===== src/rtl/vram_arbiter_if.sv =====
// VRAM arbiter bus bundle: video fetch, CPU req/ack and VRAM macro pins.
// slave = arbiter side, master = environment (video pipeline, CPU, VRAM model).
interface vram_arbiter_if #(
  parameter int ADDR_WIDTH = 8,
  parameter int DATA_WIDTH = 16
);
  logic                  video_en;
  logic [ADDR_WIDTH-1:0] video_addr;
  logic [DATA_WIDTH-1:0] video_data;
  logic                  cpu_req;
  logic                  cpu_we;
  logic [ADDR_WIDTH-1:0] cpu_addr;
  logic [DATA_WIDTH-1:0] cpu_wdata;
  logic [1:0]            cpu_wmask;
  logic                  cpu_ack;
  logic [DATA_WIDTH-1:0] cpu_rdata;
  logic [ADDR_WIDTH-1:0] ram_addr;
  logic                  ram_we;
  logic [1:0]            ram_wmask;
  logic [DATA_WIDTH-1:0] ram_wdata;
  logic [DATA_WIDTH-1:0] ram_rdata;

  modport slave (
    input  video_en, video_addr, cpu_req, cpu_we, cpu_addr, cpu_wdata, cpu_wmask, ram_rdata,
    output video_data, cpu_ack, cpu_rdata, ram_addr, ram_we, ram_wmask, ram_wdata
  );

  modport master (
    output video_en, video_addr, cpu_req, cpu_we, cpu_addr, cpu_wdata, cpu_wmask, ram_rdata,
    input  video_data, cpu_ack, cpu_rdata, ram_addr, ram_we, ram_wmask, ram_wdata
  );
endinterface


===== src/rtl/vram_arbiter.sv =====
// Single-port VRAM arbiter: fixed video read slot every 4th cycle, CPU gets the rest.
// Optional byte-mask writes enabled by defining VRAM_ARBITER_WMASK_EN.
module vram_arbiter #(
  parameter int ADDR_WIDTH = 8,
  parameter int DATA_WIDTH = 16
) (
  input  logic           clk,
  input  logic           rst,
  vram_arbiter_if.slave  bus
);

  typedef enum logic [1:0] {
    S_IDLE = 2'd0,
    S_RD   = 2'd1,
    S_DONE = 2'd2
  } state_t;

  state_t                state_q, state_d;
  logic [1:0]            slot_q, slot_d;
  logic                  vid_pend_q, vid_pend_d;
  logic [DATA_WIDTH-1:0] video_data_q, video_data_d;
  logic [DATA_WIDTH-1:0] cpu_rdata_q, cpu_rdata_d;
  logic                  video_slot;
  logic                  issue;

  assign video_slot   = bus.video_en && (slot_q == 2'd3);
  assign slot_d       = bus.video_en ? slot_q + 2'd1 : 2'd0;
  assign vid_pend_d   = video_slot;
  // Capture completes even if video_en drops right after the slot.
  assign video_data_d = vid_pend_q ? bus.ram_rdata : video_data_q;
  assign cpu_rdata_d  = (state_q == S_RD) ? bus.ram_rdata : cpu_rdata_q;

  always_ff @(posedge clk or posedge rst) begin
    if (rst) begin
      state_q      <= S_IDLE;
      slot_q       <= 2'd0;
      vid_pend_q   <= 1'b0;
      video_data_q <= '0;
      cpu_rdata_q  <= '0;
    end else begin
      state_q      <= state_d;
      slot_q       <= slot_d;
      vid_pend_q   <= vid_pend_d;
      video_data_q <= video_data_d;
      cpu_rdata_q  <= cpu_rdata_d;
    end
  end

  // A request that collides with the video slot simply waits in IDLE.
  always_comb begin
    state_d = state_q;
    issue   = 1'b0;
    case (state_q)
      S_IDLE: begin
        if (bus.cpu_req && !video_slot) begin
          issue   = 1'b1;
          state_d = bus.cpu_we ? S_DONE : S_RD;
        end
      end
      S_RD:    state_d = S_DONE;
      S_DONE:  state_d = S_IDLE;
      default: state_d = S_IDLE;
    endcase
  end

  assign bus.ram_addr   = issue ? bus.cpu_addr : bus.video_addr;
  assign bus.ram_we     = issue && bus.cpu_we;
  assign bus.ram_wdata  = bus.cpu_wdata;

`ifdef VRAM_ARBITER_WMASK_EN
  assign bus.ram_wmask  = (issue && bus.cpu_we) ? bus.cpu_wmask : 2'b00;
`else
  logic unused_wmask;
  assign unused_wmask   = ^bus.cpu_wmask;
  assign bus.ram_wmask  = 2'b11;
`endif

  assign bus.cpu_ack    = (state_q == S_DONE);
  assign bus.cpu_rdata  = cpu_rdata_q;
  assign bus.video_data = video_data_q;

endmodule


===== src/flat_wrapper.sv =====
// flat-port wrapper written by rule: the top's interface ports become plain ports
module vram_arbiter_flat 
#(
  parameter int ADDR_WIDTH = 8,
  parameter int DATA_WIDTH = 16
)
  (clk, rst, bus_video_en, bus_video_addr, bus_cpu_req, bus_cpu_we, bus_cpu_addr, bus_cpu_wdata, bus_cpu_wmask, bus_ram_rdata, bus_video_data, bus_cpu_ack, bus_cpu_rdata, bus_ram_addr, bus_ram_we, bus_ram_wmask, bus_ram_wdata);
  vram_arbiter_if #(.ADDR_WIDTH(ADDR_WIDTH), .DATA_WIDTH(DATA_WIDTH)) bus_i ();
  input  logic clk;
  input  logic rst;
  input wire logic [$bits(bus_i.video_en)-1:0] bus_video_en;
  input wire logic [$bits(bus_i.video_addr)-1:0] bus_video_addr;
  input wire logic [$bits(bus_i.cpu_req)-1:0] bus_cpu_req;
  input wire logic [$bits(bus_i.cpu_we)-1:0] bus_cpu_we;
  input wire logic [$bits(bus_i.cpu_addr)-1:0] bus_cpu_addr;
  input wire logic [$bits(bus_i.cpu_wdata)-1:0] bus_cpu_wdata;
  input wire logic [$bits(bus_i.cpu_wmask)-1:0] bus_cpu_wmask;
  input wire logic [$bits(bus_i.ram_rdata)-1:0] bus_ram_rdata;
  output wire logic [$bits(bus_i.video_data)-1:0] bus_video_data;
  output wire logic [$bits(bus_i.cpu_ack)-1:0] bus_cpu_ack;
  output wire logic [$bits(bus_i.cpu_rdata)-1:0] bus_cpu_rdata;
  output wire logic [$bits(bus_i.ram_addr)-1:0] bus_ram_addr;
  output wire logic [$bits(bus_i.ram_we)-1:0] bus_ram_we;
  output wire logic [$bits(bus_i.ram_wmask)-1:0] bus_ram_wmask;
  output wire logic [$bits(bus_i.ram_wdata)-1:0] bus_ram_wdata;
  assign bus_i.video_en = bus_video_en;
  assign bus_i.video_addr = bus_video_addr;
  assign bus_i.cpu_req = bus_cpu_req;
  assign bus_i.cpu_we = bus_cpu_we;
  assign bus_i.cpu_addr = bus_cpu_addr;
  assign bus_i.cpu_wdata = bus_cpu_wdata;
  assign bus_i.cpu_wmask = bus_cpu_wmask;
  assign bus_i.ram_rdata = bus_ram_rdata;
  assign bus_video_data = bus_i.video_data;
  assign bus_cpu_ack = bus_i.cpu_ack;
  assign bus_cpu_rdata = bus_i.cpu_rdata;
  assign bus_ram_addr = bus_i.ram_addr;
  assign bus_ram_we = bus_i.ram_we;
  assign bus_ram_wmask = bus_i.ram_wmask;
  assign bus_ram_wdata = bus_i.ram_wdata;
  vram_arbiter #(.ADDR_WIDTH(ADDR_WIDTH), .DATA_WIDTH(DATA_WIDTH)) u_core (.clk(clk), .rst(rst), .bus(bus_i));
endmodule

===== config.mk =====
export PLATFORM = sky130hd
export DESIGN_NAME = vram_arbiter_flat
export DESIGN_NICKNAME = d
export VERILOG_FILES = /design/src/rtl/vram_arbiter_if.sv /design/src/rtl/vram_arbiter.sv /design/src/flat_wrapper.sv
export SDC_FILE = /design/constraint.sdc
export NUM_CORES = 1
export LEC_CHECK = 0
export BUFFER_PORTS_ARGS = -buffer_cell sky130_fd_sc_hd__buf_2
export CAP_MARGIN = 10
export CORE_UTILIZATION = 30
export DETAILED_ROUTE_END_ITERATION = 8
export HOLD_SLACK_MARGIN = 0.05
export PLACE_DENSITY = 0.73
export SETUP_SLACK_MARGIN = 0.2
export SLEW_MARGIN = 30
export SYNTH_ARGS = -nofsm -noshare
export SYNTH_HDL_FRONTEND = slang
export SYNTH_SLANG_ARGS = --single-unit

===== constraint.sdc =====
create_clock -name clk -period 4.1 [get_ports clk]
set_clock_uncertainty 0.05 [all_clocks]
set_input_delay 0.82 -clock clk [delete_from_list [all_inputs] [get_ports clk]]
set_output_delay 0.82 -clock clk [all_outputs]
set_load 0.02 [all_outputs]

==> summary.md <==
| Metric | Value |
|---|---|
| Commonest cells after routing, fill and taps aside | `buf_2 (78), dfrtp_1 (37), mux2_2 (23), mux2_4 (17), clkbuf_8 (7)` |
| Final #Nets | `235` |
| Core box area | `0.005507 mm2` |
| Synthesized instance count | `114` |
| Slowest CP cell | `and4bb_1` |
| DR vias/cell | `4.226` |
| Yosys top cell area share | `54.17%` |
| CTS root buf | `clkbuf_8` |
| Initial Util | `31.04%` |
| Commonest non-fill, non-tap cell in the layout | `buf_2` |
| Worst slew margin | `46.99%` |
| Post-CTS setup buffers | `0` |
| Logic pwr share | `36.6%` |
| Part of the cycle the worst path needs | `72.69%` |
| Syn Std Cell Area | `0.001709 mm2` |
| Grt ovf | `0` |
| H-tree Lvls | `2` |
| Synth Area per Inst | `14.99 um2` |
| Switching Share | `33.96%` |
| YS warnings | `0` |
| Clock sink total | `37` |
| Routed Antenna Nets | `0` |
| XOR/XNOR Fraction of Synth Area | `0%` |
| Vias in the first global route | `1113` |
| Setup TNS | `0 ns` |
| 1st-iter DRT viols | `15` |
| FMAX | `335.5 MHz` |
| Maximum number of pins on one net before global-route repair | `22` |
| P_sw | `0.4342 mW` |
| Final hold vios | `0` |
| Initial antenna violation count | `0` |
| Static Leak | `1.124 nW` |
| DRC Markers | `0` |
| First-pass GRT wire length | `5154 um` |
| CTS resizes | `0` |
| GRT Total Usage | `11.18%` |
| FILL cells | `534` |
| DP Wirelength | `2522 um` |
| Final Max Slew Viols | `0` |
| Max Fanout on Critical Path | `10` |
| Crit Path Category | `input port to primary output` |
| Area growth syn-to-layout | `24.82%` |
| Cell mode on critical path | `buf_2` |
| CP Cell Sequence | `buf_2 > nand2_1 > and4bb_1 > mux2_4 > buf_2` |
| 1st-pass router iterations | `2` |
| Die area | `0.006003 mm2` |
| Skew-Pair Late Insertion Delay | `0.28 ns` |
| Worst setup SP type | `input port` |
| Arr. time, crit path | `2.11 ns` |
| Clk pwr share | `21.6%` |
| CP endpoint kind | `primary output` |
| Total number of vias | `1065` |
| Worst VDD drop | `0.2638 mV` |
| Largest area contributor in the netlist | `dfrtp_1` |
| Distinct cells, synth | `15` |
| Largest incremental delay on the critical path | `0.56 ns` |
| Top post-synthesis cells by area | `dfrtp_1 (54%), mux2_2 (15%), mux2_4 (15%)` |
| Unrepaired setup endpoints after global routing | `no` |
| Synth Area in Compound Gates | `0%` |
| Die W | `77.48 um` |
| P_int | `0.8445 mW` |
| Pwr per Cell Area | `599.4 mW/mm2` |
| Die height | `77.48 um` |
| Rows | `27` |
| Max-cap viol count | `0` |
| Register bit total from synthesis | `37` |
| CTS tree | `yes` |
| Fin util | `38.74%` |
| Share of the yosys chip area belonging to registers | `54.17%` |
| Synth Area in Adders | `0.7321%` |
| # diodes | `0` |
| Post-synthesis simple-gate area fraction | `3.880%` |
| Combinational family with the most area after synthesis | `multiplexers` |
| Hold Buf Count CTS | `0` |
| Cts bufs inserted | `5` |
| Clock transition at path regs | `0.07 ns` |
| Final Critical Period | `2.980 ns` |
| Reg power frac | `41.7%` |
| Status | `complete, no violations` |
| Hold Path Class | `register to register` |
| Ports | `115` |
| Share of cells above drive strength 1 | `71.67%` |
| # port buffers | `78` |
| Tightest Pin Transition | `0.7951 ns` |
| Detailed Route WL | `3286 um` |
| Crit path required time | `3.23 ns` |
| WL/cell | `13.04 um` |
| Post-synthesis mux area share | `30.09%` |
| Max Buffers Root-to-Sink | `2` |
| Setup violations, final | `0` |
| RePlAce Congestion | `0.7229` |
[area by class of cell]
class	count	area, um2	area share, %
multi-input combinational	53	603.1	28.27
inverter	2	7.507	0.3519
clock buffer	7	96.34	4.516
sequential	37	925.9	43.40
clock inverter	1	5.005	0.2346
timing repair buffer	80	405.4	19.00
tap	72	90.09	4.223
[registers in the layout, summed over array words and instances, names as in the netlist]
name,flops
u_core.bus.cpu_rdata,16
u_core.bus.video_data,16
u_core.slot_q,2
u_core.state_q,2
u_core.vid_pend_q,1
[Yosys cell counts]
cell type,number
mux2_2,23
mux2_4,17
nand4b_1,1
nor2b_1,3
inv_1,2
conb_1,1
and2_1,2
nand2b_1,1
nand2_1,2
buf_4,18
buf_6,3
dfrtp_1,37
and4bb_1,1
buf_2,2
ha_1,1
[worst paths after layout]
kind / start / to / slack (ns) / depth (start not counted)
min: u_core.slot_q[0]$_DFF_PP0_ / u_core.slot_q[0]$_DFF_PP0_ / 0.41 / 1
max: bus_video_en / bus_ram_addr[7] / 1.12 / 5
min reg2reg: u_core.slot_q[0]$_DFF_PP0_ / u_core.slot_q[0]$_DFF_PP0_ / 0.41 / 1
max reg2reg: u_core.slot_q[0]$_DFF_PP0_ / u_core.state_q[0]$_DFFE_PP0P_ / 2.52 / 4
min in group asynchronous: rst / u_core.slot_q[0]$_DFF_PP0_ / 0.61 / 2
max in group asynchronous: rst / u_core.bus.video_data[15]$_DFFE_PP0P_ / 2.57 / 4
[kinds of logic (layout without fill, tap and decap cells)]
family                   after synthesis  in the layout
buffers and inverters                 25             90
multiplexers                          40             40
other                                  1              2
adder cells (fa/ha/maj)                1              1
AND/OR/NAND/NOR                       10             10
flip-flops                            37             37
[per-layer routing]
layer	GRT usage, %	share of wire (%)	up-vias
met5	0	0	-
met4	3.585	1.8	0
met1	11.99	39	522
met2	19.91	52	37
met3	4.471	6.8	13
li1	-	-	493
[power by group through the flow]
stage,registers (mW),logic (mW),clock network (mW)
6_report,0.534,0.469,0.276
5_1_grt,0.548,0.496,0.303
4_1_cts,0.536,0.475,0.285
3_5_place_dp,0.542,0.474,0
3_3_place_gp,0.537,0.469,0
2_1_floorplan,0.679,0.199,0
[critical path, delay by kind of cell]
family        cells  cell delay, ns
buf+inv           2            0.27
mux               1            0.35
simple gates      2            0.66
[metrics by stage]
step / instance area (um2) / hold WS, ns / worst slack, ns / std cells / power [mW]
5_1_grt: 2133 / 0.4290 / 1.069 / 252 / 1.347
3_3_place_gp: 2029 / 0.3720 / 1.153 / 244 / 1.007
3_5_place_dp: 2032 / 0.4023 / 1.134 / 244 / 1.016
4_1_cts: 2133 / 0.4129 / 1.127 / 252 / 1.296
6_report: 2133 / 0.4120 / 1.120 / 252 / 1.279
2_1_floorplan: 1713 / 0.3591 / 1.652 / 115 / 0.8783
(Power assumes the default switching activity.)
